**src/rtl/fifo_sync_param_if.sv**
```systemverilog
// rtl/fifo_sync_param_if.sv - producer/consumer handshake, control and status bundle for fifo_sync_param
interface fifo_sync_param_if #(
  parameter int DATA_WIDTH = 8,
  parameter int CNT_W      = 4
);
  logic                  flush;
  logic                  clr_err;
  logic                  wr_en;
  logic [DATA_WIDTH-1:0] wr_data;
  logic                  wr_ready;
  logic                  rd_en;
  logic                  rd_val;
  logic [DATA_WIDTH-1:0] rd_data;
  logic [CNT_W-1:0]      count;
  logic                  almost_full;
  logic                  almost_empty;
  logic                  overflow;
  logic                  underflow;

  modport master (
    output flush, clr_err, wr_en, wr_data, rd_en,
    input  wr_ready, rd_val, rd_data, count, almost_full, almost_empty, overflow, underflow
  );

  modport slave (
    input  flush, clr_err, wr_en, wr_data, rd_en,
    output wr_ready, rd_val, rd_data, count, almost_full, almost_empty, overflow, underflow
  );
endinterface

```
**src/rtl/fifo_sync_param.sv**
```systemverilog
// rtl/fifo_sync_param.sv - single-clock FIFO, any depth >= 2, thresholds, FWFT option, flush, sticky errors
module fifo_sync_param #(
  parameter int DATA_WIDTH = 8,
  parameter int FIFO_DEPTH = 8,
  parameter int AF_LEVEL   = FIFO_DEPTH - 1,
  parameter int AE_LEVEL   = 1,
  parameter bit FWFT       = 1'b0,
  parameter int CNT_W      = $clog2(FIFO_DEPTH + 1)
) (
  input  logic             clk,
  input  logic             reset,
  fifo_sync_param_if.slave bus
);
  localparam int PTR_W = $clog2(FIFO_DEPTH);
  localparam logic [PTR_W-1:0] LAST_PTR = PTR_W'(FIFO_DEPTH - 1);
  localparam logic [CNT_W-1:0] FULL_CNT = CNT_W'(FIFO_DEPTH);
  localparam logic [CNT_W-1:0] AF_CNT   = CNT_W'(AF_LEVEL);
  localparam logic [CNT_W-1:0] AE_CNT   = CNT_W'(AE_LEVEL);

  logic [DATA_WIDTH-1:0] mem_q [FIFO_DEPTH];
  logic [PTR_W-1:0]      head_q, head_d, tail_q, tail_d;
  logic [CNT_W-1:0]      count_q, count_d;
  logic [DATA_WIDTH-1:0] rd_data_q, rd_data_d;
  logic                  overflow_q, overflow_d;
  logic                  underflow_q, underflow_d;
  logic                  wr_ready, rd_val, wr_acc, rd_acc;

  // Depth need not be a power of two, so pointers wrap at DEPTH-1 explicitly.
  function automatic logic [PTR_W-1:0] ptr_inc(input logic [PTR_W-1:0] p);
    return (p == LAST_PTR) ? '0 : p + PTR_W'(1);
  endfunction

  always_comb begin
    wr_ready    = (count_q != FULL_CNT);
    rd_val      = (count_q != '0);
    wr_acc      = bus.wr_en & wr_ready & ~bus.flush;
    rd_acc      = bus.rd_en & rd_val & ~bus.flush;
    head_d      = head_q;
    tail_d      = tail_q;
    count_d     = count_q;
    rd_data_d   = rd_data_q;
    overflow_d  = overflow_q & ~bus.clr_err;
    underflow_d = underflow_q & ~bus.clr_err;
    if (bus.flush) begin
      head_d  = '0;
      tail_d  = '0;
      count_d = '0;
    end else begin
      if (wr_acc) tail_d = ptr_inc(tail_q);
      if (rd_acc) head_d = ptr_inc(head_q);
      if (wr_acc && !rd_acc) count_d = count_q + CNT_W'(1);
      else if (rd_acc && !wr_acc) count_d = count_q - CNT_W'(1);
      // Error set is applied after the clear so a same-cycle new error wins.
      if (bus.wr_en && !wr_ready) overflow_d = 1'b1;
      if (bus.rd_en && !rd_val) underflow_d = 1'b1;
      if (!FWFT && rd_acc) rd_data_d = mem_q[head_q];
    end
  end

  always_ff @(posedge clk) begin
    if (reset) begin
      head_q      <= '0;
      tail_q      <= '0;
      count_q     <= '0;
      rd_data_q   <= '0;
      overflow_q  <= 1'b0;
      underflow_q <= 1'b0;
    end else begin
      head_q      <= head_d;
      tail_q      <= tail_d;
      count_q     <= count_d;
      rd_data_q   <= rd_data_d;
      overflow_q  <= overflow_d;
      underflow_q <= underflow_d;
    end
  end

  always_ff @(posedge clk) begin
    if (!reset && wr_acc) mem_q[tail_q] <= bus.wr_data;
  end

  assign bus.wr_ready     = wr_ready;
  assign bus.rd_val       = rd_val;
  assign bus.rd_data      = (FWFT && rd_val) ? mem_q[head_q] : rd_data_q;
  assign bus.count        = count_q;
  assign bus.almost_full  = (count_q >= AF_CNT);
  assign bus.almost_empty = (count_q <= AE_CNT);
  assign bus.overflow     = overflow_q;
  assign bus.underflow    = underflow_q;
endmodule
```
**src/flat_wrapper.sv**
```systemverilog
// flat-port wrapper written by rule: the top's interface ports become plain ports
module fifo_sync_param_flat 
#(
  parameter int DATA_WIDTH = 8,
  parameter int FIFO_DEPTH = 8,
  parameter int AF_LEVEL   = FIFO_DEPTH - 1,
  parameter int AE_LEVEL   = 1,
  parameter bit FWFT       = 1'b0,
  parameter int CNT_W      = $clog2(FIFO_DEPTH + 1)
)
  (clk, reset, bus_flush, bus_clr_err, bus_wr_en, bus_wr_data, bus_rd_en, bus_wr_ready, bus_rd_val, bus_rd_data, bus_count, bus_almost_full, bus_almost_empty, bus_overflow, bus_underflow);
  fifo_sync_param_if #(.DATA_WIDTH(DATA_WIDTH), .CNT_W(CNT_W)) bus_i ();
  input  logic clk;
  input  logic reset;
  input wire logic [$bits(bus_i.flush)-1:0] bus_flush;
  input wire logic [$bits(bus_i.clr_err)-1:0] bus_clr_err;
  input wire logic [$bits(bus_i.wr_en)-1:0] bus_wr_en;
  input wire logic [$bits(bus_i.wr_data)-1:0] bus_wr_data;
  input wire logic [$bits(bus_i.rd_en)-1:0] bus_rd_en;
  output wire logic [$bits(bus_i.wr_ready)-1:0] bus_wr_ready;
  output wire logic [$bits(bus_i.rd_val)-1:0] bus_rd_val;
  output wire logic [$bits(bus_i.rd_data)-1:0] bus_rd_data;
  output wire logic [$bits(bus_i.count)-1:0] bus_count;
  output wire logic [$bits(bus_i.almost_full)-1:0] bus_almost_full;
  output wire logic [$bits(bus_i.almost_empty)-1:0] bus_almost_empty;
  output wire logic [$bits(bus_i.overflow)-1:0] bus_overflow;
  output wire logic [$bits(bus_i.underflow)-1:0] bus_underflow;
  assign bus_i.flush = bus_flush;
  assign bus_i.clr_err = bus_clr_err;
  assign bus_i.wr_en = bus_wr_en;
  assign bus_i.wr_data = bus_wr_data;
  assign bus_i.rd_en = bus_rd_en;
  assign bus_wr_ready = bus_i.wr_ready;
  assign bus_rd_val = bus_i.rd_val;
  assign bus_rd_data = bus_i.rd_data;
  assign bus_count = bus_i.count;
  assign bus_almost_full = bus_i.almost_full;
  assign bus_almost_empty = bus_i.almost_empty;
  assign bus_overflow = bus_i.overflow;
  assign bus_underflow = bus_i.underflow;
  fifo_sync_param #(.DATA_WIDTH(DATA_WIDTH), .FIFO_DEPTH(FIFO_DEPTH), .AF_LEVEL(AF_LEVEL), .AE_LEVEL(AE_LEVEL), .FWFT(FWFT), .CNT_W(CNT_W)) u_core (.clk(clk), .reset(reset), .bus(bus_i));
endmodule
```
**config.mk**
```make
export PLATFORM = sky130hd
export DESIGN_NAME = fifo_sync_param_flat
export DESIGN_NICKNAME = d
export VERILOG_FILES = /design/src/rtl/fifo_sync_param_if.sv /design/src/rtl/fifo_sync_param.sv /design/src/flat_wrapper.sv
export SDC_FILE = /design/constraint.sdc
export NUM_CORES = 1
export LEC_CHECK = 0
export CAP_MARGIN = 5
export CORE_ASPECT_RATIO = 0.9
export CORE_UTILIZATION = 46
export CTS_CLUSTER_SIZE = 40
export DETAILED_ROUTE_END_ITERATION = 6
export PLACE_DENSITY = 0.78
export REMOVE_ABC_BUFFERS = 1
export SYNTH_ARGS = -nofsm -noshare
export SYNTH_HDL_FRONTEND = slang
export SYNTH_SLANG_ARGS = --single-unit
export TNS_END_PERCENT = 100
```
**constraint.sdc**
```tcl
create_clock -name clk -period 2.2 [get_ports clk]
set_input_delay 0.22 -clock clk [delete_from_list [all_inputs] [get_ports clk]]
set_output_delay 0.22 -clock clk [all_outputs]
set_load 0.005 [all_outputs]
```
==> out/metrics.yaml <==
status: "complete, no violations"
synth-seq-area-share: 0.6754
cts.sinks: 84
final_common_cell: "edfxtp_1"
endpoint: "bus_wr_ready"
r2r_start: "u_core.bus.count[1]"
area_growth_pct: 22.45
die-area_um2: 7825
grt_setup_unrepaired: "no"
dr_total_vias: 2089
antenna_left: 0
cp-end-kind: "output pin"
drc_errors: 0
fp.coreArea_um2: 7148
rows: 29
synth_flop_cell: "edfxtp_1"
final_cell_mix: "edfxtp_1, clkdlybuf4s50_1, buf_4"
place_area_um2: 4018
diodes: 0
h-tree-depth: 3
layout-drive-gt1-share: 0.1849
grt_pass1_wl_mm: 10.58
io_pins: 32
grt.overflow.total: 0
worstMarginPinSlew_ns: 0.3857
ctsLongestPathBuffers: 2
worstPathMaxFanout: 4
powerDensity_nw_per_um2: 707.0
fp.dieH_um: 84.02
ir_drop_uv: 474.7
cts_hold_buf: 0
fmax_mhz: 485.7
hpwl_mm: 4.446
wire_per_inst_um: 17.32
place_congestion: 0.7449
seq_power_share: 0.583
start_kind: "flop"
p_leak_nw: 1.444
viasPerCell: 5.426
swShare: 0.2355
synthArstFlopShare: 0
ys_ff_latch: 84
r2r.worst_path.cells: 8
first_global_vias: 2040
nets: 309
timing.slew.headroom: 0.7429
r2r_slack_ns: 0.17
fin_skew_ns: 0.01155
port_buffers: 31
yosys_warnings: 0
finalInstanceArea_um2: 4210
initial_core_util: 0.4810
drt_iter0_markers: 91
grt_max_degree: 28
synth.distinct_cells: 39
cp.arrival_ns: 1.84
clkLatencyLatePin_ns: 0.36
p_comb_frac: 0.076
maxCapViolCount: 0
cts_root_buf: "clkbuf_8"
firstDrtPassIters: 4
switchingPower_mw: 0.7011
min_path_type: "flop to flop"
synth_enable_flop_cells: 64
cts_tree: "built"
final_max_slew_viol_count: 0
antenna_found_initial: 0
r2r_end: "u_core.bus.count[2]"
crit_start: "u_core.bus.count[0]"
final-setup-viol-count: 0
post-route-min-period_ns: 2.059
syn_avg_cell_area_um2: 15.21
path_clk_slew_ns: 0.09
cellInternalPower_mw: 2.275
fp.dieW_um: 93.13
path_class: "flop to output pin"
grt_usage: 0.1897
min_period_over_period: 0.9358
power_mw: 2.977
cp.required_ns: 1.98
syn_area_um2: 3438
drt-total-wl_mm: 6.669
syn-instance-count: 226
pwr-share-clk: 0.341
hold_viol_final: 0
cts_buffers: 9
[flip-flops by register name, indices dropped and copies added (netlist names)]
name / flops
u_core.bus.rd_data: 8
u_core.bus.underflow: 1
u_core.tail_q: 3
u_core.bus.overflow: 1
u_core.head_q: 3
u_core.bus.count: 4
u_core.mem_q: 64
[cells in the mapped netlist, drive strengths merged (3+ instances only)]
library cell | count | area share
nand2b | 5 | 0.0091
buf | 8 | 0.021
nor3 | 10 | 0.015
dfxtp | 20 | 0.12
inv | 4 | 0.0044
clkbuf | 3 | 0.0033
a21oi | 9 | 0.013
ha | 8 | 0.029
o22ai | 8 | 0.015
or3 | 4 | 0.0087
nor2 | 21 | 0.023
nand2 | 9 | 0.0098
mux2i | 18 | 0.052
mux4 | 8 | 0.060
edfxtp | 64 | 0.56
a211oi | 8 | 0.019
[cell type report]
type	count	area [um2]
Inverter	5	23.77
Timing Repair Buffer	61	548.0
Sequential cell	84	2322
Multi-Input combinational cell	126	1016
Fill cell	550	2938
Clock buffer	9	123.9
Tap cell	93	116.4
Clock inverter	7	60.06
[how the worst min path moves through the flow]
| stage | from | cells past startpoint | to |
|---|---|---|---|
| 5_1_grt | u_core.bus.rd_data[3] | 2 | u_core.bus.rd_data[3] |
| 4_1_cts | u_core.bus.rd_data[1] | 2 | u_core.bus.rd_data[1] |
| 3_3_place_gp | u_core.bus.overflow | 2 | u_core.bus.overflow |
| 3_5_place_dp | u_core.bus.rd_data[1] | 2 | u_core.bus.rd_data[1] |
| 6_report | u_core.bus.rd_data[1] | 2 | u_core.bus.rd_data[1] |
| 2_1_floorplan | reset | 1 | u_core.bus.overflow |
[metrics by stage]
stage                     hold slack (ns)  setup TNS, ns    util  setup WS [ns]  cells
after global placement             0.4648              0  0.5621        0.06249    369
final                              0.4944              0  0.5890         0.1412    385
after detailed placement           0.4815              0  0.5621        0.03815    369
after floorplan                    0.2891         -1.558       -        -0.1800    215
after global routing               0.5143              0  0.5890        0.03221    385
after CTS                          0.4983              0  0.5878         0.1091    385
[what timing repair did]
| action | 4_1_cts | 5_1_grt |
|---|---|---|
| buffers inserted | 0 | 0 |
| resized for setup | 0 | 3 |
| hold endpoints to repair | 0 | 0 |
| setup endpoints to repair | 0 | 1 |
[metal layers]
| layer | vias up | wire (um) | track usage |
|---|---|---|---|
| li1 | 988 | - | - |
| met1 | 1005 | 2901 | 0.2558 |
| met2 | 84 | 3182 | 0.2921 |
| met3 | 12 | 494 | 0.06375 |
| met4 | 0 | 91 | 0.05594 |
| met5 | - | 0 | 0 |
[cells by family after synthesis]
kind of cell / Yosys count / share of synthesized area
flops: 84 / 0.6754
compound gates: 29 / 0.05495
xor+xnor: 3 / 0.007643
fa+ha+maj: 8 / 0.02911
simple gates: 60 / 0.08880
buf+inv: 16 / 0.03166
mux: 26 / 0.1124
[power by group through the flow]
stage	registers, mW	logic [mW]	clock network [mW]
after detailed placement	1.77	0.223	0
after CTS	1.74	0.225	1.04
after global placement	1.77	0.219	0
after floorplan	1.78	0.0896	0
after global routing	1.74	0.248	1.10
final	1.74	0.226	1.02
[worst max-delay path: stages (launching register included)]
cell             delay [ns]
dfxtp_1                0.34
inv_1                  0.05
ha_2                   0.19
buf_4                  0.14
nand3b_1               0.11
buf_4                  0.15
clkdlybuf4s50_1        0.49
Note: power is estimated with default switching activity, not from simulation.
==> patch 1: new RTL, same flow settings <==
`FIFO_DEPTH` is set to 8 in 2 places; all go to 16.
--- a/src/rtl/fifo_sync_param.sv
+++ b/src/rtl/fifo_sync_param.sv
@@ -2,5 +2,5 @@
 module fifo_sync_param #(
   parameter int DATA_WIDTH = 8,
-  parameter int FIFO_DEPTH = 8,
+  parameter int FIFO_DEPTH = 16,
   parameter int AF_LEVEL   = FIFO_DEPTH - 1,
   parameter int AE_LEVEL   = 1,
--- a/src/flat_wrapper.sv
+++ b/src/flat_wrapper.sv
@@ -3,5 +3,5 @@
 #(
   parameter int DATA_WIDTH = 8,
-  parameter int FIFO_DEPTH = 8,
+  parameter int FIFO_DEPTH = 16,
   parameter int AF_LEVEL   = FIFO_DEPTH - 1,
   parameter int AE_LEVEL   = 1,
Interface: changed (resized bus_count); port bits go from 32 to 33. The function was not compared with the original's and may differ.
==> patch 1 against the unedited design <==
Sequential power grew 80%; first-iteration DRC count grew 130%; worst setup slack lost 0.069 ns; synthesized cell count grew 55%; critical path depth grew 3; sequential cell count grew 67; area after synthesis grew 81%; total power grew 120%; routed wire length grew 95%; cell area grew 81%; critical endpoint is now u_core.bus.count[3]; largest power group unchanged.
==> patch 1: results (changes against the unedited design) <==
outcome: "completed"  # unchanged
synth_area_leaders: "edfxtp_1 (62%), mux4_2 (12%), dfxtp_1 (7.4%)"  # was edfxtp_1 (56%), dfxtp_1 (12%), mux4_1 (5.3%)
dr.pass1.iters: 5  # was 4
place_congestion: 0.884  # was 0.745
hpwl_mm: 8.07  # was 4.45 mm
critical_path.top_delay_family: "simple AND/OR/NAND/NOR gates"  # was buffers and inverters
cp_slowest_stage_delay_ns: 0.55  # was 0.49 ns
ctsResizeCount: 8  # was 0
vias_per_cell: 5.75  # was 5.43
largest_register_ffs: 128  # was 64
drive_above_1_share_pct: 31.4  # was 18.5%
syn_avg_cell_area_um2: 17.8  # was 15.2 um^2
clk_pin_slew_ns: 0.06  # was 0.09 ns
wirelength_mm: 13.0  # was 6.67 mm
met3WireLength_um: 699  # was 494 um
postCtsSetupBuffers: 2  # was 0
vias: 3432  # was 2,089
synth_fa_ha_area_share_pct: 2.21  # was 2.91%
grt_pass1_wl_mm: 20.3  # was 10.6 mm
synth_enable_flop_cells: 128  # was 64
skew_ns: 0.0165  # was 0.0116 ns
synth_cell_types: 44  # was 39
gr-usage-met1_pct: 24.8  # was 25.6%
synth_compound_area_share_pct: 4.14  # was 5.49%
final_nets: 445  # was 309
grt_util_met3_pct: 6.10  # was 6.38%
dpl_cell_area_mm2: 0.00693  # was 0.00402 mm^2
cp.arrival_ns: 2.42  # was 1.84 ns
grt_pass1_vias: 3616  # was 2,040
dp.cells: 563  # was 369
dp_slack_ns: -0.0810  # was 0.0382 ns
numCtsBuffers: 17  # was 9
worstMarginPinSlew_ns: 0.617  # was 0.386 ns
grt_max_degree: 37  # was 28
io_buffers: 32  # was 31
route.met2.wl_mm: 6.79  # was 3.18 mm
ys_seq_area_share_pct: 69.1  # was 67.5%
crit_slowest_cell: "or4_2"  # was clkdlybuf4s50_1
wl_met1_mm: 5.31  # was 2.90 mm
insertion_delay_ns: 0.43  # was 0.36 ns
synth_xor_area_share_pct: 0.703  # was 0.764%
power_leakage_uw: 0.00249  # was 0.00144 uW
vdd_drop_max_uv: 815  # was 475 uV
grt.met2_usage_pct: 34.0  # was 29.2%
drtIter0Drc: 209  # was 91
ctsHtreeMaxLevel: 4  # was 3
cts_root_buffer: "clkbuf_16"  # was clkbuf_8
[patch 1: cell count changes after synthesis, moves of 8 or more]
cell | unedited run | this run
mux4_2 | 1 | 32
o221ai_2 | 0 | 8
edfxtp_1 | 64 | 128
o22ai_1 | 8 | 0
[patch 1: worst paths after layout]
path	to	depth (start not counted)	startpoint	slack [ns]
max	u_core.bus.count[3]	9	u_core.bus.count[0]	0.07
min	u_core.bus.underflow	2	u_core.bus.underflow	0.48
min reg2reg	u_core.bus.underflow	2	u_core.bus.underflow	0.48
max reg2reg	u_core.bus.count[3]	9	u_core.bus.count[0]	0.07
[patch 1: power breakdown]
group / total (uW) / switching (uW) / internal (uW)
Combinational: 324 / 164 / 160
Clock: 3030 / 1180 / 1840
Sequential: 3130 / 12.3 / 3120
[patch 1: area by class of cell]
type,count,area (um^2)
fillers,934,5320
flip-flops and latches,151,4310
multi-input cells,171,1800
repair buffers,71,642
clock buffers,18,439
well taps,164,205
clock inverters,14,186
inverters,8,30.0
==> patch 2: new RTL, same flow settings <==
Without the edit above. Make the reset (`reset`) asynchronous in one clocked block.
--- a/src/rtl/fifo_sync_param.sv
+++ b/src/rtl/fifo_sync_param.sv
@@ -58,5 +58,5 @@
   end
 
-  always_ff @(posedge clk) begin
+  always_ff @(posedge clk or posedge reset) begin
     if (reset) begin
       head_q      <= '0;
Function: differs if reset is asserted again (counterexample within 4 cycles, from zero or initial values and one cycle with reset high); with reset held inactive, the same outputs for 10 cycles.
==> patch 2 against the unedited design <==
Critical path depth fell by 2; cell count fell by 3.9%; area after synthesis rose by 4.1%; worst setup slack got worse by 0.041 ns; synthesized cell count fell by 2.7%; sequential cell count did not move; cell area rose by 3.1%; routed wire length fell by 0.52%; sequential share of layout area rose by 0.67 points.
Power is not compared: it rests on default switching activity, and its combinational part moved more than twofold at a synthesized area within 25%.
==> patch 2: results (changes against the unedited design) <==
outcome: "completed"  # unchanged
grt_util_met3_pct: 5.23  # was 6.38%
vias_per_cell: 5.45  # was 5.43
hpwl_mm: 4.29  # was 4.45 mm
grt_pass1_wl_mm: 10.3  # was 10.6 mm
wl_met1_mm: 2.78  # was 2.90 mm
synth_area_leaders: "edfxtp_1 (54%), dfrtp_1 (14%), mux4_2 (10%)"  # was edfxtp_1 (56%), dfxtp_1 (12%), mux4_1 (5.3%)
gr-usage-met1_pct: 23.1  # was 25.6%
met3WireLength_um: 425  # was 494 um
synth_compound_area_share_pct: 4.93  # was 5.49%
synth-async-reset-ratio_pct: 23.8  # was 0%
synth_xor_area_share_pct: 0.245  # was 0.764%
skew_ns: 0.0105  # was 0.0116 ns
synthMuxAreaShare_pct: 12.9  # was 11.2%
dr.pass1.iters: 5  # was 4
synth_fa_ha_area_share_pct: 2.45  # was 2.91%
grt_pass1_vias: 1951  # was 2,040
routedWlPerCell_um: 17.9  # was 17.3 um
grt_usage_pct: 17.8  # was 19.0%
seq_cell_count: 84  # unchanged
buffers_excl_clock: 52  # was 61
num-nonclk-inverters: 6  # was 5
drtIter0Drc: 147  # was 91
multi_input_area_share_pct: 24.1  # about the same
startpoint: "u_core.bus.count[1]"  # was u_core.bus.count[0]
-- patch 2: where the power goes --
| group | internal, uW | switching [uW] |
|---|---|---|
| Sequential | 1850 | 119 |
| Clock | 761 | 549 |
| Combinational | 798 | 575 |
-- patch 2: stage by stage --
step	total power [uW]	hold WS, ns	area, um^2	worst slack [ns]
6_report	4650	0.127	4340	0.0998
5_1_grt	4900	0.117	4340	0.0338
4_1_cts	4660	0.104	4320	0.0236
3_5_place_dp	3320	0.479	4060	0.189
3_3_place_gp	3280	0.480	4060	0.279
2_1_floorplan	2690	0.201	3480	0.0538
-- patch 2: final timing paths --
| check | to | slack, ns | cells after the start |
|---|---|---|---|
| min in group clk | u_core.bus.underflow | 0.47 | 2 |
| setup / recovery | bus_rd_val | 0.1 | 4 |
| hold reg to reg | u_core.bus.underflow | 0.54 | 2 |
| setup reg to reg | u_core.mem_q[0][2] | 0.33 | 7 |
| max in group asynchronous | u_core.bus.rd_data[4] | 1.54 | 3 |
| hold / removal | u_core.bus.rd_data[3] | 0.13 | 2 |
